## src/rtl/change_dispense_ctrl.sv

```systemverilog
// Change dispenser: pays a cents amount one coin at a time, largest
// denomination first, from a per-denomination coin inventory. Reports any
// unpaid remainder as shortfall and flags a hopper that never acknowledges.
module change_dispense_ctrl #(
    parameter int AMT_W       = 10,
    parameter int CNT_W       = 6,
    parameter int ACK_TIMEOUT = 255
) (
    input  logic             clk,
    input  logic             reset,
    input  logic             start,
    input  logic [AMT_W-1:0] changeAmt,
    input  logic [3:0]       coinIn,
    input  logic             refill,
    input  logic [CNT_W-1:0] refillCnt,
    input  logic             ejectAck,
    output logic             busy,
    output logic [3:0]       ejectCoin,
    output logic             done,
    output logic [AMT_W-1:0] shortfall,
    output logic             fault,
    output logic [CNT_W-1:0] invDollar,
    output logic [CNT_W-1:0] invQuarter,
    output logic [CNT_W-1:0] invDime,
    output logic [CNT_W-1:0] invNickel
);
    localparam int TMR_W = (ACK_TIMEOUT < 2) ? 1 : $clog2(ACK_TIMEOUT + 1);

    typedef enum logic [2:0] {IDLE, SELECT, EJECT, RELEASE, DONE} state_t;

    state_t                  state;
    logic [AMT_W-1:0]        remaining;
    logic [AMT_W-1:0]        curVal;
    logic [TMR_W-1:0]        timer;
    // Index 0 nickel, 1 dime, 2 quarter, 3 dollar (matches one-hot bit order)
    logic [3:0][CNT_W-1:0]   inv;
    logic [3:0]              pickOh;
    logic [AMT_W-1:0]        pickVal;
    logic                    dispense;
    logic                    coinValid;
    logic                    refillNow;

    // Saturating increment for inventory counters
    function automatic logic [CNT_W-1:0] satInc(input logic [CNT_W-1:0] c);
        return (&c) ? c : c + 1'b1;
    endfunction

    assign dispense  = (state == EJECT) && ejectAck;
    assign coinValid = (coinIn != 4'd0) && ((coinIn & (coinIn - 4'd1)) == 4'd0);
    assign refillNow = refill && (state == IDLE);

    assign invNickel  = inv[0];
    assign invDime    = inv[1];
    assign invQuarter = inv[2];
    assign invDollar  = inv[3];

    // Greedy choice: largest coin that fits the remainder and is in stock
    always_comb begin
        pickOh  = 4'b0000;
        pickVal = '0;
        if (remaining >= AMT_W'(100) && inv[3] != '0) begin
            pickOh  = 4'b1000;
            pickVal = AMT_W'(100);
        end else if (remaining >= AMT_W'(25) && inv[2] != '0) begin
            pickOh  = 4'b0100;
            pickVal = AMT_W'(25);
        end else if (remaining >= AMT_W'(10) && inv[1] != '0) begin
            pickOh  = 4'b0010;
            pickVal = AMT_W'(10);
        end else if (remaining >= AMT_W'(5) && inv[0] != '0) begin
            pickOh  = 4'b0001;
            pickVal = AMT_W'(5);
        end
    end

    // Transaction sequencer with registered hopper/status outputs
    always_ff @(posedge clk or posedge reset) begin
        if (reset) begin
            state     <= IDLE;
            remaining <= '0;
            curVal    <= '0;
            timer     <= '0;
            busy      <= 1'b0;
            ejectCoin <= 4'b0000;
            done      <= 1'b0;
            shortfall <= '0;
            fault     <= 1'b0;
        end else begin
            done <= 1'b0;
            case (state)
                IDLE: begin
                    if (start) begin
                        remaining <= changeAmt;
                        shortfall <= '0;
                        fault     <= 1'b0;
                        busy      <= 1'b1;
                        state     <= SELECT;
                    end
                end
                SELECT: begin
                    if (pickOh != 4'b0000) begin
                        ejectCoin <= pickOh;
                        curVal    <= pickVal;
                        timer     <= '0;
                        state     <= EJECT;
                    end else begin
                        shortfall <= remaining;
                        done      <= 1'b1;
                        state     <= DONE;
                    end
                end
                EJECT: begin
                    if (ejectAck) begin
                        remaining <= remaining - curVal;
                        ejectCoin <= 4'b0000;
                        state     <= RELEASE;
                    end else if (timer == TMR_W'(ACK_TIMEOUT - 1)) begin
                        // Hopper never answered: give up, owe the whole remainder
                        ejectCoin <= 4'b0000;
                        fault     <= 1'b1;
                        shortfall <= remaining;
                        done      <= 1'b1;
                        state     <= DONE;
                    end else begin
                        timer <= timer + 1'b1;
                    end
                end
                RELEASE: begin
                    // A level ack must drop before the next coin is requested
                    if (!ejectAck) state <= SELECT;
                end
                DONE: begin
                    busy  <= 1'b0;
                    state <= IDLE;
                end
                default: state <= IDLE;
            endcase
        end
    end

    // Inventory: refill, accepted coins in, dispensed coins out
    always_ff @(posedge clk or posedge reset) begin
        if (reset) begin
            inv <= '0;
        end else begin
            for (int i = 0; i < 4; i++) begin
                if (refillNow) begin
                    inv[i] <= refillCnt;
                end else if (coinValid && coinIn[i] && !(dispense && ejectCoin[i])) begin
                    inv[i] <= satInc(inv[i]);
                end else if (dispense && ejectCoin[i] && !(coinValid && coinIn[i])) begin
                    inv[i] <= inv[i] - 1'b1;
                end
            end
        end
    end

endmodule

```

## config.mk

```make
export PLATFORM = sky130hd
export DESIGN_NAME = change_dispense_ctrl
export DESIGN_NICKNAME = d
export VERILOG_FILES = /design/src/rtl/change_dispense_ctrl.sv
export SDC_FILE = /design/constraint.sdc
export NUM_CORES = 1
export LEC_CHECK = 0
export ABC_AREA = 1
export CAP_MARGIN = 20
export CORE_MARGIN = 8
export CORE_UTILIZATION = 40
export DETAILED_ROUTE_END_ITERATION = 16
export GPL_ROUTABILITY_DRIVEN = 0
export PLACE_DENSITY = 0.63
export SYNTH_ARGS = -nofsm -noshare
export SYNTH_HDL_FRONTEND = slang
export SYNTH_SLANG_ARGS = --single-unit
export TNS_END_PERCENT = 100
```

## constraint.sdc

```tcl
create_clock -name clk -period 2.4 [get_ports clk]
set_clock_uncertainty 0.15 [all_clocks]
set_input_delay 0.48 -clock clk [delete_from_list [all_inputs] [get_ports clk]]
set_output_delay 0.48 -clock clk [all_outputs]
set_load 0.02 [all_outputs]
```

After elaboration in Yosys (flattened, before gate mapping)
Index checks and enable logic that the tools add are counted.
- bitwise gates (word level): 1
- $mul: 0
- div/mod/pow operators: 0
- order comparisons: 4
- mux-type cells: 56
- $add $sub $neg: 11
- shift-type cells: 0
- reduce and logical (&&, ||, !) cells: 63
- equal/unequal tests: 18
- operators by type and width (operator ; number):
    two-way mux 6 bit ; 16
    two-way mux 10 bit ; 6
    one-hot mux 10 bit (3 select lines) ; 1
    adder 6 x 1 -> 6 bit, second input constant ; 4
    two-way mux 8 bit ; 3
    AND reduction 6 bit ; 4
    nonzero test 6 bit ; 4
    subtractor 6 x 1 -> 6 bit, second input constant ; 4
    logical AND 1 bit ; 23
    two-way mux 3 bit ; 7
    two-way mux 4 bit ; 5
    one-hot mux 10 bit (2 select lines) ; 1
    one-hot mux 8 bit (2 select lines) ; 1
    nonzero test 3 bit ; 5
    inequality test 2 bit, second input constant ; 7
    inequality test 3 bit, second input constant ; 4
    one-hot mux 3 bit (4 select lines) ; 1
    AND reduction 2 bit ; 6
    >= comparator 10 x 3 -> 1 bit, second input constant ; 1
    >= comparator 10 x 4 -> 1 bit, second input constant ; 1
    >= comparator 10 x 5 -> 1 bit, second input constant ; 1
    >= comparator 10 x 7 -> 1 bit, second input constant ; 1
    subtractor 10 bit ; 1
    AND reduction 3 bit ; 3
    22 further kinds ; 43
- memory bits (read-only): 0
- memory bits (writable): 0
- register bits after elaboration: 72
- memories: 0
- word-level logic and storage cells: 166
- output and inout port bits: 41
- latch bits: 0
- input bits: 25

Logic depth before layout (Yosys ltp)
Gate-level depths: netlist (run 1).
- depth in word-level cells: 10
- depth in mapped cells: 14
- gate-level depth less buffers: 14

Least setup slack after synthesis (run 1)
No wires, ideal clock.
- path kind: flip-flop to flip-flop
- start: register state[2]
- end: register inv (netlist bit invNickel[3])
- path buffers: 0
- arrival time: 1979 ps
- data required time: 2124 ps
- stages on the path, launching flop included: 14
- library setup time: 126 ps
- setup slack: 145 ps
- cell sequence: dfrtp_1 nor2_4 nand2_4 nor2_8 nand2_2 nand2_1 ha_1 nand2_1 nand2_1 a31oi_1 xor2_1 o21ai_0 nand2_1 o21ai_0
- word-level cells in the longest chain between the ends: 7
- elaborated cells between the ends (all ways): 13
- ends and longest elaborated chain (what ; RTL line ; source):
    start, declared ; 31 ; state_t state;
    start signal, assigned ; 79 ; state <= IDLE;
    start signal, assigned ; 97 ; state <= SELECT;
    start signal, assigned ; 105 ; state <= EJECT;
    equality test 3 x 2 -> 1 bit ; 48 ; assign dispense = (state == EJECT) && ejectAck;
    logical AND 1 bit ; 48 ;
    logical AND 1 bit ; 149, 151 ;
    logical NOT 1 bit ; 149 ; end else if (coinValid && coinIn[i] && !(dispense && ejectCoin[i])) begin
    logical AND 1 bit ; 149 ;
    inequality test 3 bit (no source line) (tied with other cells) ; -- ;
    AND reduction 2 bit (no source line) or two-way mux 6 bit (tied branches) ; -- ;
    end signal, assigned by index ; 148 ; inv[i] <= refillCnt;
    end signal, assigned by index ; 150 ; inv[i] <= satInc(inv[i]);
    end signal, assigned by index ; 152 ; inv[i] <= inv[i] - 1'b1;
    end, declared ; 36 ; logic [3:0][CNT_W-1:0] inv;
Several ways; a longest one is shown, not always the timed one.
A chain may end at the register's enable or synchronous reset.

Worst setup path in the final report (run 1)
- start: register state[0]
- end: register inv (netlist bit invDime[4])
Same word-level chain as after synthesis.

==> results of run 1 <==
## worst min-delay path by stage
stage	startpoint	endpoint	slack, ns	cells past startpoint
2_1_floorplan	curVal[2]	curVal[2]	0.34	2
3_3_place_gp	shortfall[8]	shortfall[8]	0.31	2
3_5_place_dp	shortfall[1]	shortfall[1]	0.31	2
4_1_cts	shortfall[1]	shortfall[1]	0.33	2
5_1_grt	shortfall[6]	shortfall[6]	0.34	2
6_report	shortfall[6]	shortfall[6]	0.32	2
## power by group
group | switching [mW] | internal [mW] | leakage (nW) | total (mW)
registers | 0.521 | 1.60 | 0.847 | 2.12
clock network | 0.487 | 0.885 | 0.149 | 1.37
logic | 3.21 | 2.34 | 2.11 | 5.55
total | 4.21 | 4.83 | 3.11 | 9.04
## cell type report
| class | count | area [um2] | share of cell area [%] |
|---|---|---|---|
| multi-input combinational | 475 | 2753 | 43.59 |
| sequential | 68 | 1702 | 26.95 |
| timing repair buffer | 117 | 1070 | 16.94 |
| inverter | 81 | 307.8 | 4.874 |
| clock buffer | 14 | 274.0 | 4.339 |
| tap | 143 | 178.9 | 2.833 |
| clock inverter | 1 | 30.03 | 0.4755 |
## cells by family (layout without fill, tap and decap cells)
logic type               after synthesis  in the layout
AND/OR/NAND/NOR                      327            327
AO/OA/AOI/OAI                        105            105
buffers and inverters                 93            213
flip-flops                            68             68
adder cells (fa/ha/maj)               30             30
XOR/XNOR                              13             13
## what timing repair did
| item | CTS | global route |
|---|---|---|
| setup endpoints to repair | 9 | 13 |
| gates cloned | 0 | 0 |
| pin swaps | 1 | 10 |
| gates resized for setup | 1 | 31 |
| setup buffers | 0 | 3 |
## through the flow
step	hold slack, ns	area (um2)	power (mW)	std cells	util [%]
after floorplan	0.3442	4713	5.612	636	-
final	0.3235	6315	9.042	899	55.07
after detailed placement	0.3118	5836	7.457	881	50.89
after CTS	0.3285	6140	8.888	896	53.54
after global placement	0.3105	5836	7.328	881	50.89
after global routing	0.3447	6315	9.869	899	55.07
## per-layer routing
| metal | up-vias | GRT usage [%] |
|---|---|---|
| li1 | 2340 | - |
| met1 | 2194 | 21.04 |
| met2 | 113 | 29.66 |
| met3 | 19 | 4.596 |
| met4 | 0 | 6.875 |
| met5 | - | 0 |
## flip-flops by register name (all words and copies together) (netlist names), 3 cells and up
signal      cells
remaining      10
state           3
invDime         6
invDollar       6
shortfall      10
ejectCoin       4
invNickel       6
timer           8
invQuarter      6
curVal          6
## placed cells by master (no fill, tap or decap), types with 3 or more instances in the layout
| cell type | count |
|---|---|
| sky130_fd_sc_hd__o211ai_1 | 4 |
| sky130_fd_sc_hd__nor2_1 | 72 |
| sky130_fd_sc_hd__xor2_1 | 10 |
| sky130_fd_sc_hd__ha_1 | 17 |
| sky130_fd_sc_hd__inv_1 | 68 |
| sky130_fd_sc_hd__clkbuf_16 | 9 |
| sky130_fd_sc_hd__dfrtp_1 | 68 |
| sky130_fd_sc_hd__fa_1 | 3 |
| sky130_fd_sc_hd__buf_4 | 50 |
| sky130_fd_sc_hd__nand2_2 | 9 |
| sky130_fd_sc_hd__nand4_1 | 27 |
| sky130_fd_sc_hd__clkbuf_8 | 3 |
| sky130_fd_sc_hd__inv_2 | 11 |
| sky130_fd_sc_hd__o21ai_2 | 6 |
| sky130_fd_sc_hd__a21oi_1 | 18 |
| sky130_fd_sc_hd__a21oi_2 | 5 |
| sky130_fd_sc_hd__nand2_4 | 3 |
| sky130_fd_sc_hd__nand2_1 | 154 |
| sky130_fd_sc_hd__a31oi_1 | 15 |
| sky130_fd_sc_hd__nand3_1 | 47 |
| sky130_fd_sc_hd__ha_4 | 8 |
| sky130_fd_sc_hd__xnor2_1 | 3 |
| sky130_fd_sc_hd__dlymetal6s2s_1 | 5 |
| sky130_fd_sc_hd__clkdlybuf4s50_1 | 60 |
| sky130_fd_sc_hd__o21ai_0 | 43 |
## critical path: cells and delay by family, from the launching register on
kind	cells	cell delay, ns
AO/OA/AOI/OAI	3	0.34
XOR/XNOR	1	0.17
adder cells (fa/ha/maj)	1	0.23
flip-flops	1	0.40
AND/OR/NAND/NOR	8	0.85
==> impl_metrics.prom, run 1 <==
# TYPE chip_impl_metric gauge
chip_impl_metric{name="place_hpwl",unit="um"} 10200
chip_impl_metric{name="syn_inst",unit=""} 636
chip_impl_metric{name="post-route-period-util",unit="%"} 94.48
chip_impl_metric{name="antenna_left",unit=""} 0
chip_impl_info{name="min-delay-path-class",value="reg2reg"} 1
chip_impl_info{name="critical_path.most_common_cell",value="sky130_fd_sc_hd__nand2_1"} 1
chip_impl_info{name="worst_r2r_startpoint",value="state[0]"} 1
chip_impl_info{name="rsz0062_at_grt",value="true"} 1
chip_impl_info{name="dr_top_layer",value="met4"} 1
chip_impl_metric{name="postSynthRegisterBits",unit=""} 68
chip_impl_metric{name="drive_above_1_share",unit="%"} 16.53
chip_impl_metric{name="rows",unit=""} 39
chip_impl_metric{name="post_synth_fa_ha_maj_area_fraction",unit="%"} 8.760
chip_impl_metric{name="cellLeakagePower",unit="nW"} 3.110
chip_impl_metric{name="r2r_slack",unit="ns"} 0.13
chip_impl_metric{name="vdd_ir_drop_max",unit="V"} 0.0006626
chip_impl_metric{name="synthMuxAreaShare",unit="%"} 0
chip_impl_metric{name="htree_num_levels",unit=""} 3
chip_impl_metric{name="fin_setup_tns",unit="ns"} 0
chip_impl_metric{name="fp.coreArea",unit="um2"} 11470
chip_impl_metric{name="slowest_delay",unit="ns"} 0.40
chip_impl_metric{name="critical_path_required",unit="ns"} 2.46
chip_impl_metric{name="ys.warnings.count",unit=""} 0
chip_impl_info{name="crit_path_start",value="state[0]"} 1
chip_impl_metric{name="critical_path_peak_fanout",unit=""} 7
chip_impl_metric{name="postSynthAreaPerCell",unit="um2"} 7.411
chip_impl_info{name="timing.critical_path.cells",value="nor2_4, nand2_4, nor2_8, nand2_1, nand2_2, ha_4, nand2_1, nand2_1, a21oi_2, xor2_1, o21ai_1, nand2_1, o21ai_0"} 1
chip_impl_metric{name="met3_wirelength",unit="um"} 622
chip_impl_metric{name="wirelength",unit="um"} 13520
chip_impl_info{name="worst_path_max_delay_cell",value="sky130_fd_sc_hd__dfrtp_1"} 1
chip_impl_metric{name="via_per_inst",unit=""} 5.190
chip_impl_metric{name="sequential_cell_area_fraction_in_the_yosys_report",unit="%"} 36.10
chip_impl_metric{name="r2r_cells",unit=""} 13
chip_impl_metric{name="synth_enable_flop_cells",unit=""} 0
chip_impl_metric{name="relSlewSlack",unit="%"} 74.04
chip_impl_metric{name="setup_viol",unit=""} 0
chip_impl_metric{name="gr-total-overflow",unit=""} 0
chip_impl_info{name="result_of_the_run",value="completed"} 1
chip_impl_metric{name="synth.lib_cells_used.distinct",unit=""} 45
chip_impl_metric{name="final-hold-violation-count",unit=""} 0
chip_impl_metric{name="filler_cell_count_in_the_final_layout",unit=""} 1070
chip_impl_metric{name="total_power_density_per_cell_area",unit="nW/um2"} 1432
chip_impl_metric{name="cap_viol_max_count",unit=""} 0
chip_impl_metric{name="synthesized_area_fraction_occupied_by_ao_oa_aoi_and_oai_cells",unit="%"} 13.25
chip_impl_info{name="synth_area_leaders",value="sky130_fd_sc_hd__dfrtp_1 36%, sky130_fd_sc_hd__nand2_1 12%, sky130_fd_sc_hd__ha_1 6.6%, sky130_fd_sc_hd__inv_1 6.0%, sky130_fd_sc_hd__nor2_1 5.7%"} 1
chip_impl_metric{name="grt_pass1_wl",unit="um"} 22730
chip_impl_metric{name="chipWidth",unit="um"} 124.6
chip_impl_metric{name="design.portCount",unit=""} 66
chip_impl_metric{name="floorplan.initialDensity",unit="%"} 41.10
chip_impl_metric{name="wl_per_cell",unit="um"} 15.03
chip_impl_metric{name="synth_top_cell_area_share",unit="%"} 36.10
chip_impl_metric{name="grt_pass1_vias",unit=""} 4649
chip_impl_info{name="yosys-top-cells-count",value="156 x sky130_fd_sc_hd__nand2_1, 75 x sky130_fd_sc_hd__inv_1, 72 x sky130_fd_sc_hd__nor2_1"} 1
chip_impl_metric{name="fin_nets",unit=""} 807
chip_impl_metric{name="final-max-slew-violation-count",unit=""} 0
chip_impl_info{name="cts_tree",value="yes"} 1
chip_impl_metric{name="worstPathArrival",unit="ns"} 2.33
chip_impl_info{name="dominant_combinational_cell_family_by_area_after_synthesis",value="simple AND/OR/NAND/NOR gates"} 1
chip_impl_metric{name="diodes",unit=""} 0
chip_impl_info{name="worstReg2RegEnd",value="invDime[4]"} 1
chip_impl_metric{name="detailroute.wirelength.met2",unit="um"} 6614
chip_impl_metric{name="achievable_freq",unit="MHz"} 441.0
chip_impl_metric{name="tritoncts_num_sinks",unit=""} 68
chip_impl_metric{name="cts-hold-fix-buffers",unit=""} 0
chip_impl_metric{name="drc_errors",unit=""} 0
chip_impl_metric{name="timing.final.crit_period",unit="ns"} 2.268
chip_impl_metric{name="globalRouteTotalUtil",unit="%"} 17.65
chip_impl_metric{name="clkLatencyLatePin",unit="ns"} 0.34
chip_impl_metric{name="io_buffers",unit=""} 65
chip_impl_metric{name="detailedRoute.firstIterationViolations",unit=""} 266
chip_impl_metric{name="maximum_clock_path_buffer_count",unit=""} 2
chip_impl_info{name="criticalPathCategory",value="reg2reg"} 1
chip_impl_metric{name="m1WireLength",unit="um"} 6065
chip_impl_info{name="endpoint",value="invDime[4]"} 1
chip_impl_metric{name="cts-buffers-inserted",unit=""} 9
chip_impl_metric{name="synthXorXnorAreaFrac",unit="%"} 2.416
chip_impl_metric{name="synthesis.nets",unit=""} 691
chip_impl_metric{name="design.die.area",unit="um2"} 15510
chip_impl_metric{name="final_critical_path_setup_slack",unit="ns"} 0.1325
chip_impl_info{name="synthFlopType",value="sky130_fd_sc_hd__dfrtp_1"} 1
chip_impl_metric{name="syn_to_final_growth",unit="%"} 33.98
chip_impl_metric{name="place_ws",unit="ns"} -0.4105
chip_impl_metric{name="mappedNetlistArea",unit="um2"} 4713
chip_impl_info{name="startpoint_type",value="register"} 1
chip_impl_metric{name="synth_simple_gate_area_share",unit="%"} 31.09
chip_impl_metric{name="first_drt_pass_iteration_count",unit=""} 5
chip_impl_metric{name="async_flop_share",unit="%"} 100.0
chip_impl_metric{name="worstMarginPinSlew",unit="ns"} 0.3893
chip_impl_metric{name="route.vias.total",unit=""} 4666
chip_impl_info{name="yosysMostFrequentCell",value="sky130_fd_sc_hd__nand2_1"} 1
chip_impl_info{name="post-synth-top-area-cell",value="sky130_fd_sc_hd__dfrtp_1"} 1
chip_impl_metric{name="antenna_found_initial",unit=""} 0
chip_impl_metric{name="cts.clk_slew.worst_paths",unit="ns"} 0.05
chip_impl_info{name="cts-root-buf",value="sky130_fd_sc_hd__clkbuf_16"} 1
chip_impl_metric{name="grt_max_degree",unit=""} 69
chip_impl_info{name="endpoint_kind",value="register"} 1
chip_impl_metric{name="die_h",unit="um"} 124.6
(Power assumes the default switching activity.)
==> run 2, diff against run 1 <==
--- a/config.mk
+++ b/config.mk
@@ -9,9 +9,11 @@
 export CAP_MARGIN = 20
 export CORE_MARGIN = 8
 export CORE_UTILIZATION = 40
+export CTS_CLUSTER_DIAMETER = 40
 export DETAILED_ROUTE_END_ITERATION = 16
 export GPL_ROUTABILITY_DRIVEN = 0
 export PLACE_DENSITY = 0.63
+export RECOVER_POWER = 100
 export SYNTH_ARGS = -nofsm -noshare
 export SYNTH_HDL_FRONTEND = slang
 export SYNTH_SLANG_ARGS = --single-unit
==> run 2 against run 1 <==
Register-to-register slack barely moved. Clock power barely moved. Critical path depth did not move. Worst setup slack got worse by 0.0038 ns. Sequential share of layout area rose by 0.12 points. Cell area fell by 0.44%. First-iteration DRC count fell by 14%. Hold slack got worse by 0.0034 ns. Power fell by 0.25%. Largest power group unchanged. Highest routed layer unchanged.
==> impl_metrics.prom, run 2 (synthesized netlist as in run 1, its figures left out) <==
# TYPE chip_impl_metric gauge
chip_impl_metric{name="timing.final.crit_period",unit="ns"} 2.271
chip_impl_info{name="cts-root-buf",value="sky130_fd_sc_hd__clkbuf_16"} 1
chip_impl_metric{name="final-max-slew-violation-count",unit=""} 0
chip_impl_metric{name="worstPathArrival",unit="ns"} 2.33
chip_impl_metric{name="grt_pass1_vias",unit=""} 4649
chip_impl_metric{name="io_buffers",unit=""} 65
chip_impl_metric{name="vdd_ir_drop_max",unit="V"} 0.0006581
chip_impl_metric{name="holdPathStages",unit=""} 2
chip_impl_metric{name="setup_viol",unit=""} 0
chip_impl_metric{name="cap_viol_max_count",unit=""} 0
chip_impl_metric{name="maximum_clock_path_buffer_count",unit=""} 2
chip_impl_info{name="worst_r2r_startpoint",value="state[0]"} 1
chip_impl_metric{name="worstPathBufferInverterCount",unit=""} 0
chip_impl_metric{name="critical_path_peak_fanout",unit=""} 7
chip_impl_info{name="timing.critical_path.cells",value="nor2_4, nand2_4, nor2_8, nand2_1, nand2_2, ha_4, nand2_1, nand2_1, a21oi_2, xor2_1, o21ai_1, nand2_1, o21ai_0"} 1
chip_impl_metric{name="r2r_slack",unit="ns"} 0.13
chip_impl_metric{name="tritoncts_num_sinks",unit=""} 68
chip_impl_info{name="criticalPathCategory",value="reg2reg"} 1
chip_impl_metric{name="post-route-period-util",unit="%"} 94.64
chip_impl_metric{name="wirelength",unit="um"} 13530
chip_impl_metric{name="fp.coreArea",unit="um2"} 11470
chip_impl_metric{name="number_of_cells_on_the_critical_path",unit=""} 13
chip_impl_metric{name="fin_nets",unit=""} 807
chip_impl_metric{name="cts.clk_slew.worst_paths",unit="ns"} 0.05
chip_impl_metric{name="grt_pass1_wl",unit="um"} 22730
chip_impl_info{name="critical_path.most_common_cell",value="sky130_fd_sc_hd__nand2_1"} 1
chip_impl_metric{name="grt_max_degree",unit=""} 69
chip_impl_metric{name="antenna_found_initial",unit=""} 0
chip_impl_info{name="mostFrequentLayoutCell",value="sky130_fd_sc_hd__nand2_1"} 1
chip_impl_info{name="min-delay-path-class",value="reg2reg"} 1
chip_impl_info{name="crit_path_start",value="state[0]"} 1
chip_impl_info{name="worst_path_max_delay_cell",value="sky130_fd_sc_hd__dfrtp_1"} 1
chip_impl_metric{name="fin_hold_ws",unit="ns"} 0.3201
chip_impl_metric{name="route.vias.total",unit=""} 4681
chip_impl_info{name="rsz0062_at_grt",value="true"} 1
chip_impl_metric{name="drc_errors",unit=""} 0
chip_impl_metric{name="gr-total-overflow",unit=""} 0
chip_impl_metric{name="place_hpwl",unit="um"} 10200
chip_impl_metric{name="first_drt_pass_iteration_count",unit=""} 5
chip_impl_info{name="reg.largest.list",value="remaining x10, shortfall x10, timer x8"} 1
chip_impl_metric{name="relSlewSlack",unit="%"} 34.75
chip_impl_metric{name="floorplan.initialDensity",unit="%"} 41.10
chip_impl_info{name="critical_path.top_delay_family",value="simple AND/OR/NAND/NOR gates"} 1
chip_impl_info{name="mostFrequentLayoutCells",value="155 x sky130_fd_sc_hd__nand2_1, 73 x sky130_fd_sc_hd__nor2_1, 68 x sky130_fd_sc_hd__inv_1, 68 x sky130_fd_sc_hd__dfrtp_1, 58 x sky130_fd_sc_hd__clkdlybuf4s50_1"} 1
chip_impl_metric{name="via_per_inst",unit=""} 5.207
chip_impl_metric{name="total_power_density_per_cell_area",unit="nW/um2"} 1435
chip_impl_metric{name="worstMarginPinSlew",unit="ns"} 0.9788
chip_impl_info{name="hp-start",value="shortfall[6]"} 1
chip_impl_metric{name="filler_cell_count_in_the_final_layout",unit=""} 1075
chip_impl_metric{name="final-hold-violation-count",unit=""} 0
chip_impl_metric{name="design.die.area",unit="um2"} 15510
chip_impl_metric{name="wl_per_cell",unit="um"} 15.04
chip_impl_metric{name="clkLatencyLatePin",unit="ns"} 0.34
chip_impl_metric{name="drive_above_1_share",unit="%"} 15.87
chip_impl_metric{name="design.portCount",unit=""} 66
chip_impl_info{name="startpoint_type",value="register"} 1
chip_impl_metric{name="rows",unit=""} 39
chip_impl_metric{name="critical_path_required",unit="ns"} 2.46
chip_impl_metric{name="cellLeakagePower",unit="nW"} 3.091
chip_impl_metric{name="antenna_left",unit=""} 0
chip_impl_metric{name="detailedRoute.firstIterationViolations",unit=""} 229
chip_impl_info{name="cts_tree",value="yes"} 1
chip_impl_metric{name="die_h",unit="um"} 124.6
chip_impl_metric{name="syn_to_final_growth",unit="%"} 33.40
chip_impl_metric{name="footprint_of_the_multi_input_gates",unit="um2"} 2741
chip_impl_metric{name="achievable_freq",unit="MHz"} 440.3
chip_impl_metric{name="diodes",unit=""} 0
chip_impl_metric{name="final-seq-area",unit="um2"} 1702
chip_impl_info{name="endpoint_kind",value="register"} 1
chip_impl_metric{name="cts-buffers-inserted",unit=""} 9
chip_impl_metric{name="postLayoutCoreUtil",unit="%"} 54.83
chip_impl_metric{name="globalRouteTotalUtil",unit="%"} 17.65
chip_impl_info{name="hold_end",value="shortfall[6]"} 1
chip_impl_metric{name="chipWidth",unit="um"} 124.6
chip_impl_metric{name="r2r_cells",unit=""} 13
chip_impl_metric{name="slowest_delay",unit="ns"} 0.40
chip_impl_info{name="worstReg2RegEnd",value="invDime[4]"} 1
chip_impl_info{name="result_of_the_run",value="completed"} 1
chip_impl_metric{name="htree_num_levels",unit=""} 3
==> run 2: changes by cell type in the layout (fill, tap and decap cells not counted), sizes merged <==
cell           delta
buf               -2
dlygate4sd3       +2
clkbuf            +2
clkdlybuf4s50     -2
clkinv            +1
inv               -1
==> run 2: per-layer routing <==
layer | up-vias | track usage, % | wire [um]
met5 | - | 0 | 0
met4 | 0 | 6.875 | 255
met3 | 24 | 4.596 | 662
met2 | 113 | 29.66 | 6540
met1 | 2208 | 21.04 | 6066
li1 | 2336 | - | -
==> run 2: worst reg2reg max path, cell delays in order (launching register included) <==
cell                      delay (ns)
sky130_fd_sc_hd__dfrtp_1        0.40
sky130_fd_sc_hd__nor2_4         0.16
sky130_fd_sc_hd__nand2_4        0.09
sky130_fd_sc_hd__nor2_8         0.16
sky130_fd_sc_hd__nand2_1        0.08
sky130_fd_sc_hd__nand2_2        0.13
sky130_fd_sc_hd__ha_4           0.23
sky130_fd_sc_hd__nand2_1        0.09
sky130_fd_sc_hd__nand2_1        0.09
sky130_fd_sc_hd__a21oi_2        0.17
sky130_fd_sc_hd__xor2_1         0.18
sky130_fd_sc_hd__o21ai_1        0.08
sky130_fd_sc_hd__nand2_1        0.07
sky130_fd_sc_hd__o21ai_0        0.09
==> run 2: how the worst max path moves through the flow <==
stage	end	slack, ns
floorplan	busy	0.06
global placement	invNickel[4]	-0.33
detailed placement	invNickel[3]	-0.41
CTS	invNickel[5]	0.0009
global route	invDime[4]	-0.02
finish	invDime[4]	0.13
==> run 2: where the power goes <==
part | total, mW | leakage [nW] | internal, mW | switching (mW)
Clock | 1.37 | 0.149 | 0.885 | 0.486
Sequential | 2.13 | 0.847 | 1.60 | 0.522
Combinational | 5.52 | 2.09 | 2.32 | 3.20
Total | 9.02 | 3.09 | 4.81 | 4.21
==> run 2: per-stage QoR <==
step | setup slack [ns] | setup TNS, ns | cells | cell area (um2) | total power [mW]
after detailed placement | -0.4105 | -5.212 | 881 | 5836 | 7.457
after CTS | 0.0008646 | 0 | 896 | 6140 | 8.888
final | 0.1287 | 0 | 899 | 6287 | 9.019
after floorplan | 0.05849 | 0 | 636 | 4713 | 5.612
after global routing | -0.02367 | -0.03748 | 899 | 6287 | 9.844
after global placement | -0.3263 | -4.087 | 881 | 5836 | 7.328
==> run 2: cell type report <==
class / instances / share of cell area (%)
Clock buffer: 14 / 4.358
Clock inverter: 1 / 0.4776
Inverter: 81 / 4.896
Multi-Input combinational cell: 475 / 43.60
Sequential cell: 68 / 27.06
Tap cell: 143 / 2.846
Timing Repair Buffer: 117 / 16.76
==> run 2: timing repair <==
item / 4_1_cts / 5_1_grt
buffers inserted: 0 / 3
hold buffers: 0 / 0
setup endpoints to repair: 9 / 13
pin swaps: 1 / 10
resized for setup: 1 / 31
